`src/rtl/aes_pkg.sv`:
```
// Shared constants and types for the AES-128 round key store.
//   TYPE_KEY  : key_in_type value that marks a cipher-key load
//   KEY_W     : width of one round key
//   NUM_KEYS  : number of stored round keys (0..NUM_KEYS-1)
//   ADDR_W    : width of key_addr / rd_addr
//   state_t   : fill-tracking FSM encoding
package aes_pkg;
    localparam logic [1:0] TYPE_KEY = 2'b10;
    localparam int KEY_W    = 128;
    localparam int NUM_KEYS = 11;
    localparam int ADDR_W   = 4;

    typedef enum logic [1:0] {
        EMPTY   = 2'd0,
        FILLING = 2'd1,
        READY   = 2'd2,
        ERROR   = 2'd3
    } state_t;
endpackage

```
`src/rtl/round_key_store_if.sv`:
```
// Bundle of the key-load, expansion-write and read-port signals.
//   master : side that drives loads, expansion writes and read requests
//   slave  : the round key store itself
interface round_key_store_if;
    import aes_pkg::*;

    logic              key_in_valid;
    logic [1:0]        key_in_type;
    logic [KEY_W-1:0]  key_in;
    logic [KEY_W-1:0]  key_out;
    logic [ADDR_W-1:0] key_addr;
    logic              rd_en;
    logic [ADDR_W-1:0] rd_addr;
    logic [KEY_W-1:0]  rd_data;
    logic              rd_valid;
    logic              rd_err;
    logic              keys_ready;
    logic              seq_err;

    modport master (
        output key_in_valid, key_in_type, key_in, key_out, key_addr, rd_en, rd_addr,
        input  rd_data, rd_valid, rd_err, keys_ready, seq_err
    );

    modport slave (
        input  key_in_valid, key_in_type, key_in, key_out, key_addr, rd_en, rd_addr,
        output rd_data, rd_valid, rd_err, keys_ready, seq_err
    );
endinterface

```
`src/rtl/round_key_regfile.sv`:
```
// NUM_KEYS x KEY_W round key storage, one write port, one registered read port.
//   clk, rst_n        : clock, async active-low reset (read register only)
//   we/wr_addr/wr_data: write port
//   rd_en/rd_addr     : read request
//   rd_hit            : address is in range and holds a written key
//   rd_data           : registered read data, 0 on a miss, held when idle
module round_key_regfile
    import aes_pkg::*;
(
    input  logic              clk,
    input  logic              rst_n,
    input  logic              we,
    input  logic [ADDR_W-1:0] wr_addr,
    input  logic [KEY_W-1:0]  wr_data,
    input  logic              rd_en,
    input  logic              rd_hit,
    input  logic [ADDR_W-1:0] rd_addr,
    output logic [KEY_W-1:0]  rd_data
);
    // Storage is not reset; the valid bitmap in the top guards every read.
    logic [KEY_W-1:0] mem [NUM_KEYS];

    always_ff @(posedge clk) begin
        if (we) begin
            mem[wr_addr] <= wr_data;
        end
    end

    always_ff @(posedge clk or negedge rst_n) begin
        if (!rst_n) begin
            rd_data <= '0;
        end else if (rd_en) begin
            rd_data <= rd_hit ? mem[rd_addr] : '0;
        end
    end
endmodule

```
`src/rtl/round_key_store.sv`:
```
// Captures the cipher key and the expanded round keys 1..NUM_KEYS-1 from the
// key expansion stage and serves them through a registered random-access port.
//   clk, rst_n : clock, async active-low reset
//   bus        : load / expansion-write / read signals (slave side)
//
//   state   | meaning
//   EMPTY   | nothing loaded, key_addr ignored
//   FILLING | key 0 stored, accepting key_addr == expected in order
//   READY   | all keys stored, key_addr ignored
//   ERROR   | out-of-order key_addr seen, waiting for a new load
module round_key_store
    import aes_pkg::*;
(
    input logic              clk,
    input logic              rst_n,
    round_key_store_if.slave bus
);
    localparam logic [ADDR_W-1:0] LAST_IDX = ADDR_W'(NUM_KEYS - 1);

    state_t              state_q, state_d;
    logic [NUM_KEYS-1:0] valid_q, valid_d;
    logic [ADDR_W-1:0]   expected_q, expected_d;
    logic                rd_valid_q, rd_err_q;

    logic                load;
    logic                we;
    logic [ADDR_W-1:0]   wr_addr;
    logic [KEY_W-1:0]    wr_data;
    logic                rd_hit;
    logic [2**ADDR_W-1:0] valid_ext;

    assign load = bus.key_in_valid && (bus.key_in_type == TYPE_KEY);

    // Hit uses the pre-edge bitmap, so a read colliding with a write misses.
    assign valid_ext = (2**ADDR_W)'(valid_q);
    assign rd_hit    = (bus.rd_addr < ADDR_W'(NUM_KEYS)) && valid_ext[bus.rd_addr];

    always_ff @(posedge clk or negedge rst_n) begin
        if (!rst_n) begin
            state_q    <= EMPTY;
            valid_q    <= '0;
            expected_q <= ADDR_W'(1);
            rd_valid_q <= 1'b0;
            rd_err_q   <= 1'b0;
        end else begin
            state_q    <= state_d;
            valid_q    <= valid_d;
            expected_q <= expected_d;
            rd_valid_q <= bus.rd_en;
            rd_err_q   <= bus.rd_en && !rd_hit;
        end
    end

    always_comb begin
        state_d    = state_q;
        valid_d    = valid_q;
        expected_d = expected_q;
        we         = 1'b0;
        wr_addr    = '0;
        wr_data    = bus.key_out;

        if (load) begin
            // A load wins over any simultaneous expansion write.
            state_d    = FILLING;
            valid_d    = NUM_KEYS'(1);
            expected_d = ADDR_W'(1);
            we         = 1'b1;
            wr_data    = bus.key_in;
        end else if (state_q == FILLING && bus.key_addr != '0) begin
            if (bus.key_addr == expected_q) begin
                we         = 1'b1;
                wr_addr    = expected_q;
                valid_d    = valid_q | (NUM_KEYS'(1) << expected_q);
                expected_d = expected_q + ADDR_W'(1);
                if (expected_q == LAST_IDX) begin
                    state_d = READY;
                end
            end else begin
                state_d = ERROR;
            end
        end
    end

    round_key_regfile u_regfile (
        .clk     (clk),
        .rst_n   (rst_n),
        .we      (we),
        .wr_addr (wr_addr),
        .wr_data (wr_data),
        .rd_en   (bus.rd_en),
        .rd_hit  (rd_hit),
        .rd_addr (bus.rd_addr),
        .rd_data (bus.rd_data)
    );

    // Status flags decode straight from the state register, so they change
    // on the same edge as the transition and clear asynchronously on reset.
    assign bus.keys_ready = (state_q == READY);
    assign bus.seq_err    = (state_q == ERROR);
    assign bus.rd_valid   = rd_valid_q;
    assign bus.rd_err     = rd_err_q;
endmodule

```
`src/flat_wrapper.sv`:
```
// flat-port wrapper written by rule: the top's interface ports become plain ports
module round_key_store_flat import aes_pkg::*;
  (clk, rst_n, bus_key_in_valid, bus_key_in_type, bus_key_in, bus_key_out, bus_key_addr, bus_rd_en, bus_rd_addr, bus_rd_data, bus_rd_valid, bus_rd_err, bus_keys_ready, bus_seq_err);
  round_key_store_if bus_i ();
  input logic clk;
  input logic rst_n;
  input wire logic [$bits(bus_i.key_in_valid)-1:0] bus_key_in_valid;
  input wire logic [$bits(bus_i.key_in_type)-1:0] bus_key_in_type;
  input wire logic [$bits(bus_i.key_in)-1:0] bus_key_in;
  input wire logic [$bits(bus_i.key_out)-1:0] bus_key_out;
  input wire logic [$bits(bus_i.key_addr)-1:0] bus_key_addr;
  input wire logic [$bits(bus_i.rd_en)-1:0] bus_rd_en;
  input wire logic [$bits(bus_i.rd_addr)-1:0] bus_rd_addr;
  output wire logic [$bits(bus_i.rd_data)-1:0] bus_rd_data;
  output wire logic [$bits(bus_i.rd_valid)-1:0] bus_rd_valid;
  output wire logic [$bits(bus_i.rd_err)-1:0] bus_rd_err;
  output wire logic [$bits(bus_i.keys_ready)-1:0] bus_keys_ready;
  output wire logic [$bits(bus_i.seq_err)-1:0] bus_seq_err;
  assign bus_i.key_in_valid = bus_key_in_valid;
  assign bus_i.key_in_type = bus_key_in_type;
  assign bus_i.key_in = bus_key_in;
  assign bus_i.key_out = bus_key_out;
  assign bus_i.key_addr = bus_key_addr;
  assign bus_i.rd_en = bus_rd_en;
  assign bus_i.rd_addr = bus_rd_addr;
  assign bus_rd_data = bus_i.rd_data;
  assign bus_rd_valid = bus_i.rd_valid;
  assign bus_rd_err = bus_i.rd_err;
  assign bus_keys_ready = bus_i.keys_ready;
  assign bus_seq_err = bus_i.seq_err;
  round_key_store u_core (.clk(clk), .rst_n(rst_n), .bus(bus_i));
endmodule
```
`config.mk`:
```
export PLATFORM = sky130hd
export DESIGN_NAME = round_key_store_flat
export DESIGN_NICKNAME = d
export VERILOG_FILES = /design/src/rtl/aes_pkg.sv /design/src/rtl/round_key_store_if.sv /design/src/rtl/round_key_regfile.sv /design/src/rtl/round_key_store.sv /design/src/flat_wrapper.sv
export SDC_FILE = /design/constraint.sdc
export NUM_CORES = 1
export LEC_CHECK = 0
export CAP_MARGIN = 30
export CORE_AREA = 2 2 326 328
export DETAILED_ROUTE_END_ITERATION = 10
export DIE_AREA = 0 0 328 330
export PLACE_DENSITY = 0.79
export SLEW_MARGIN = 20
export SYNTH_ARGS = -nofsm -noshare
export SYNTH_HDL_FRONTEND = slang
export SYNTH_HIERARCHICAL = 1
export SYNTH_SLANG_ARGS = --single-unit
export TNS_END_PERCENT = 5
```
`constraint.sdc`:
```
create_clock -name clk -period 14.4 [get_ports clk]
set_input_delay 1.44 -clock clk [delete_from_list [all_inputs] [get_ports clk]]
set_output_delay 1.44 -clock clk [all_outputs]
set_load 0.05 [all_outputs]
```
==> results.toml, run 1 <==
[run_status]
run_status = "complete, no violations"

[route]
viasPerCell = 6.09
drt-met1-wl_mm = 56.1
dr_wl_met2_mm = 70.5
met3_length_mm = 13.2
drc = 0
avgRoutedWirePerCell_um = 25.0
highest_layer = "met5"
firstDrtPassIters = 6
vias = 34768
wirelength_mm = 143
drtIter0Drc = 3991
ant_nets = 0

[worst_setup_path]
r2r-start = "u_core/expected_q[0]"
crit_fanout = 73
critPathKind = "primary input to register"
crit_required_ns = 14.77
critPathCaptureType = "register"
start_kind = "primary input"
cp.arrival_ns = 5.73
startpoint = "bus_key_in_valid"

[placement]
dpl_worst_slack_ns = 7.75
dpl.hpwl_mm = 75.9
place.gp.congestion = 0.785
dp.cells = 5428
io_buffers = 401
dpl_cell_area_um2 = 66500

[pwr]
combinationalPowerShare_pct = 7.2
pwr-share-seq_pct = 52.4
p_sw_share_pct = 21.8
p_sw_mw = 2.11
fin_total_pwr_mw = 9.66
ir_drop_uv = 87.1
p_leak_nw = 25.6
pwr-share-clk_pct = 40.5
p_per_area_nw_per_um2 = 135
internal_power_mw = 7.55

[synthesis]
ys_warn_count = 6
async_reset_ff_share_pct = 9.45
syn_area_um2 = 61500
synth_xor_area_share_pct = 0.0570
yosys.area.top_type = "edfxtp_1"
synth_fa_ha_area_share_pct = 0.122
yosysSeqAreaShare_pct = 74.7
yosys_register_bits = 1555
ys.flop_type = "edfxtp_1"
yosys-top-cells-area = "edfxtp_1 69%, mux2i_1 10%, dfrtp_1 5.9%, a22oi_1 3.1%, nand2_1 2.4%"
synthTopCellsByCount = "1408 x edfxtp_1, 645 x mux2i_1, 390 x nand2_1, 256 x a22oi_1, 147 x nor2_1"
synth_simple_gate_area_share_pct = 4.68
synth_fp_nets = 4079
syn_inst = 3803
synth_top_family_by_area = "multiplexers"
synthMuxAreaShare_pct = 10.6
synth_edf_count = 1408
avgSynthCellArea_um2 = 16.2
yosys.area.top_type_share_pct = 68.7
yosys.cell_count.top_type = "edfxtp_1"
synth_compound_area_share_pct = 6.27
yosysUniqueCellTypes = 47

[cells_and_area]
post-route-util_pct = 68.3
drive_above_1_share_pct = 7.51
finalNonFillerCells = 5705
nNetsFinal = 4468
fill_cells = 6577
design_area_um2 = 71500
syn2layout_area_growth_pct = 16.3

[clock_network]
cts_buffers = 147
post-cts-setup-buffers = 0
cts.sinks = 1555
postCtsHoldBufs = 0
insertion_delay_ns = 0.76
cts_root_buf = "clkbuf_16"
htreeDepth = 4
clk_pin_slew_worst_paths_ns = 0.06
cts_resized = 0
max-clock-path-buffers = 3
cts_tree = "yes"

[sta]
finalCriticalPeriod_ns = 5.36
fin_ws_ns = 9.04
worst_slew_pin_slew_ns = 1.43
setup_viol_count_final = 0
maxSlewHeadroom_pct = 4.59
clock_skew_ns = 0.0300
hold_viol = 0
drv_slew = 0
post-route-period-util_pct = 37.2
grt_setup_unrepaired = "false"
whs_ns = 0.502
setup_tns_ns = 0
fmax_mhz = 187

[global_routing]
grt_pass1_wl_mm = 213
grtUsageTotal_pct = 26.2
grt_start_max_net_pins = 185
overflow = 0
grt_pass1_vias = 34861
antenna_found_initial = 3

[die]
core_area_um2 = 105000
start_util_pct = 58.8
die_area_um2 = 108000
dieHeight_um = 330
ioPinCount = 402
die_x_um = 328
std_cell_rows = 119

[min_path]
worstHoldStart = "u_core/valid_q[4]"
hp-class = "register to register"

[flow_run]
cap_violations = 0
[layout make-up]
class / instances / area, um^2 / share of cell area (%)
Timing Repair Buffer: 471 / 4910 / 6.86
Clock inverter: 78 / 833 / 1.17
Multi-Input combinational cell: 1884 / 13500 / 18.8
Inverter: 133 / 499 / 0.698
Antenna cell: 1 / 2.50 / 0.00350
Clock buffer: 192 / 4110 / 5.74
Tap cell: 1391 / 1740 / 2.43
Sequential cell: 1555 / 46000 / 64.3
[power by group through the flow]
| stage | sequential [mW] | combinational (mW) | clock [mW] |
|---|---|---|---|
| 5_1_grt | 5.06 | 0.740 | 4.14 |
| 4_1_cts | 5.06 | 0.686 | 3.95 |
| 6_report | 5.06 | 0.692 | 3.91 |
| 2_1_floorplan | 5.21 | 0.362 | 0 |
| 3_5_place_dp | 5.15 | 0.680 | 0 |
| 3_3_place_gp | 5.15 | 0.661 | 0 |
[cells by family (layout without fill, tap and decap cells)]
group	Yosys count	count (layout)
buf+inv	364	874
fa+ha+maj	6	6
simple gates	695	695
mux	647	647
compound gates	532	532
other cells	0	1
flops	1555	1555
xor+xnor	4	4
[registers in the layout, indices dropped and copies added, names as in the netlist]
register                  count
u_core/expected_q             4
u_core/bus.rd_valid           1
u_core/valid_q               11
u_core/state_q                2
u_core/u_regfile/mem       1408
u_core/bus.rd_err             1
u_core/u_regfile/rd_data    128
[critical path, cell delays in order]
cell and delay (ns):
clkdlybuf4s50_1 0.53, and3b_4 0.43, buf_4 0.73, nor3_1 0.20
nand3b_1 0.44, nor2_4 0.68, buf_4 0.56, buf_4 0.61
[routing by layer]
| layer | vias to the layer above | global-route usage [%] |
|---|---|---|
| met2 | 1689 | 43.5 |
| met5 | - | 0 |
| met4 | 2 | 7.17 |
| met1 | 17530 | 36.0 |
| li1 | 15355 | - |
| met3 | 192 | 4.87 |
[layout by cell type, fill, tap and decap left out, types with 3 or more instances in the layout]
cell type        count
a21oi_1            131
dfrtp_1            146
xnor2_1              4
buf_4               48
nor2_1             137
edfxtp_1          1408
clkinv_8             5
nand3_1            129
buf_16              11
clkbuf_8            11
buf_12              11
nand2_1            390
nor3_1               4
nor2_4              10
clkbuf_16          154
clkdlybuf4s50_1    397
clkinv_2            27
clkinv_1            22
inv_1              133
clkinvlp_4           5
bufinv_16           15
clkbuf_1            27
mux2i_1            645
o221ai_1           128
ha_1                 6
nand2b_1             3
a32o_1               9
a22oi_1            256
nor3_2               4
[path summary, 6_finish.rpt]
kind	slack [ns]	cells past startpoint	endpoint
setup / recovery	9.04	8	u_core/u_regfile/mem[7][33]
hold / removal	0.50	1	u_core/valid_q[4]
setup reg to reg	9.83	8	u_core/u_regfile/mem[10][63]
hold reg to reg	0.50	1	u_core/valid_q[4]
max in group asynchronous	12.61	3	u_core/u_regfile/rd_data[125]
min in group asynchronous	0.65	1	u_core/u_regfile/rd_data[122]
No activity file was read; power rests on OpenSTA's default activity.
==> inputs of run 2 (changes only) <==
CORE_AREA = 2 2 344 346   (was 2 2 326 328)
DIE_AREA = 0 0 346 348   (was 0 0 328 330)
PLACE_DENSITY = 0.75   (was 0.79)
clock period = 4.3 ns   (was 14.4 ns; I/O delays follow)
==> run 2 against run 1 <==
Via count decreased by 1.5%. Wire length decreased by 0.74%. Core utilization decreased by 7.1 points. First-iteration DRC count decreased by 20%. Critical path depth decreased by 1. Flip-flop and latch count unchanged. Design area increased by 0.21%. Die area increased by 11%. Clock power increased to 3.2 times the previous value. Global-route usage decreased by 3.0 points. Critical endpoint is now u_core/u_regfile/mem[5][38]. Largest power group unchanged. Highest routed layer is now met4.
==> results.toml, run 2 (synthesized netlist as in run 1, its figures left out) <==
[sta]
fin_ws_ns = 1.21
worst_slew_pin_slew_ns = 1.07
finalCriticalPeriod_ns = 3.09
clock_skew_ns = 0.0226
post-route-period-util_pct = 71.8
setup_tns_ns = 0
setup_viol_count_final = 0
hold_viol = 0
grt_setup_unrepaired = "false"
whs_ns = 0.201
fmax_mhz = 324
maxSlewHeadroom_pct = 28.6
drv_slew = 0

[run_status]
run_status = "complete, no violations"

[cells_and_area]
top_regs = "u_core/u_regfile/mem (1408), u_core/u_regfile/rd_data (128), u_core/valid_q (11)"
design_area_um2 = 71700
finalNonFillerCells = 5850
layout_common_cells = "1408 x edfxtp_1, 645 x mux2i_1, 397 x clkdlybuf4s50_1, 389 x nand2_1, 256 x a22oi_1"
post-route-util_pct = 61.3
fill_cells = 8249
drive_above_1_share_pct = 7.07
nNetsFinal = 4463
syn2layout_area_growth_pct = 16.5
layout_commonest_cell = "edfxtp_1"
largest-register = "u_core/u_regfile/mem"
antenna_cells = 0
largest_reg_flops = 1408

[min_path]
whs_path_depth = 1
hp-class = "primary input to register"
worstHoldStart = "bus_rd_en"
min_to = "u_core/bus.rd_valid"

[die]
die_area_um2 = 120000
dieHeight_um = 348
core_area_um2 = 117000
ioPinCount = 402
std_cell_rows = 126
die_x_um = 346
start_util_pct = 52.6

[route]
avgRoutedWirePerCell_um = 24.2
vias = 34230
ant_nets = 0
drc = 0
firstDrtPassIters = 5
wirelength_mm = 142
viasPerCell = 5.85
drtIter0Drc = 3193

[placement]
dpl.hpwl_mm = 74.4
io_buffers = 401
dpl_cell_area_um2 = 66900
dp.cells = 5572
place.gp.congestion = 0.765
dpl_worst_slack_ns = 0.704

[pwr]
ir_drop_uv = 401
p_leak_nw = 25.5
fin_total_pwr_mw = 31.9
p_per_area_nw_per_um2 = 445

[worst_setup_path]
cp_cell_sequence = "xnor2_1 -> and4_1 -> nand2_4 -> nor3_2 -> nand3b_1 -> nor2_4 -> buf_4"
reg2regPathDepth = 7
slowest_delay_ns = 0.61
crit_required_ns = 4.70
cp.arrival_ns = 3.49
critPathKind = "register to register"
r2r_setup_slack_ns = 1.21
start_kind = "register"
r2r_end = "u_core/u_regfile/mem[5][38]"
cp_slowest_cell = "dfstp_2"
critPathCaptureType = "register"
r2r-start = "u_core/expected_q[0]"
crit_fanout = 22

[clock_network]
cts_buffers = 148
max-clock-path-buffers = 3
clk_pin_slew_worst_paths_ns = 0.06
cts_resized = 0
postCtsHoldBufs = 1
cts_tree = "yes"
cts_root_buf = "clkbuf_16"
htreeDepth = 4
post-cts-setup-buffers = 0
insertion_delay_ns = 0.75
cts.sinks = 1555

[global_routing]
antenna_found_initial = 1
grt_pass1_vias = 34163
grtUsageTotal_pct = 23.3
overflow = 0
grt_pass1_wl_mm = 211
grt_start_max_net_pins = 144

[flow_run]
cap_violations = 0
-- run 2: worst max-delay path: cells and delay by family, from the launching register on --
kind | cells | cell delay [ns]
xor+xnor | 1 | 0.18
flops | 1 | 0.61
simple gates | 5 | 1.54
buf+inv | 1 | 0.41
-- run 2: worst max path at each step --
stage	start	end	slack, ns
finish	u_core/expected_q[0]	u_core/u_regfile/mem[5][38]	1.21
global route	u_core/expected_q[0]	u_core/u_regfile/mem[5][38]	1.03
CTS	u_core/expected_q[0]	u_core/u_regfile/mem[5][38]	1.23
floorplan	bus_key_addr[0]	u_core/u_regfile/mem[8][0]	-2.82
global placement	bus_key_addr[0]	u_core/u_regfile/mem[9][64]	0.70
detailed placement	bus_key_addr[0]	u_core/u_regfile/mem[9][62]	0.70
-- run 2: layout make-up --
| cell class | instances | area [um^2] | area share [%] |
|---|---|---|---|
| Multi-Input combinational cell | 1884 | 13500 | 18.9 |
| Tap cell | 1536 | 1920 | 2.68 |
| Clock buffer | 215 | 4210 | 5.88 |
| Clock inverter | 62 | 529 | 0.738 |
| Timing Repair Buffer | 465 | 5030 | 7.03 |
| Sequential cell | 1555 | 46000 | 64.1 |
| Inverter | 133 | 499 | 0.697 |
-- run 2: power by group --
group | switching [mW] | internal (mW) | total [mW]
logic | 1.50 | 0.821 | 2.32
clock network | 5.39 | 7.25 | 12.6
registers | 0.126 | 16.8 | 16.9
-- run 2: metal layers --
metal / wire (um) / track usage (%)
met1: 60000 / 32.7
met2: 68700 / 38.2
met3: 10200 / 3.51
met4: 2890 / 6.53
met5: 0 / 0
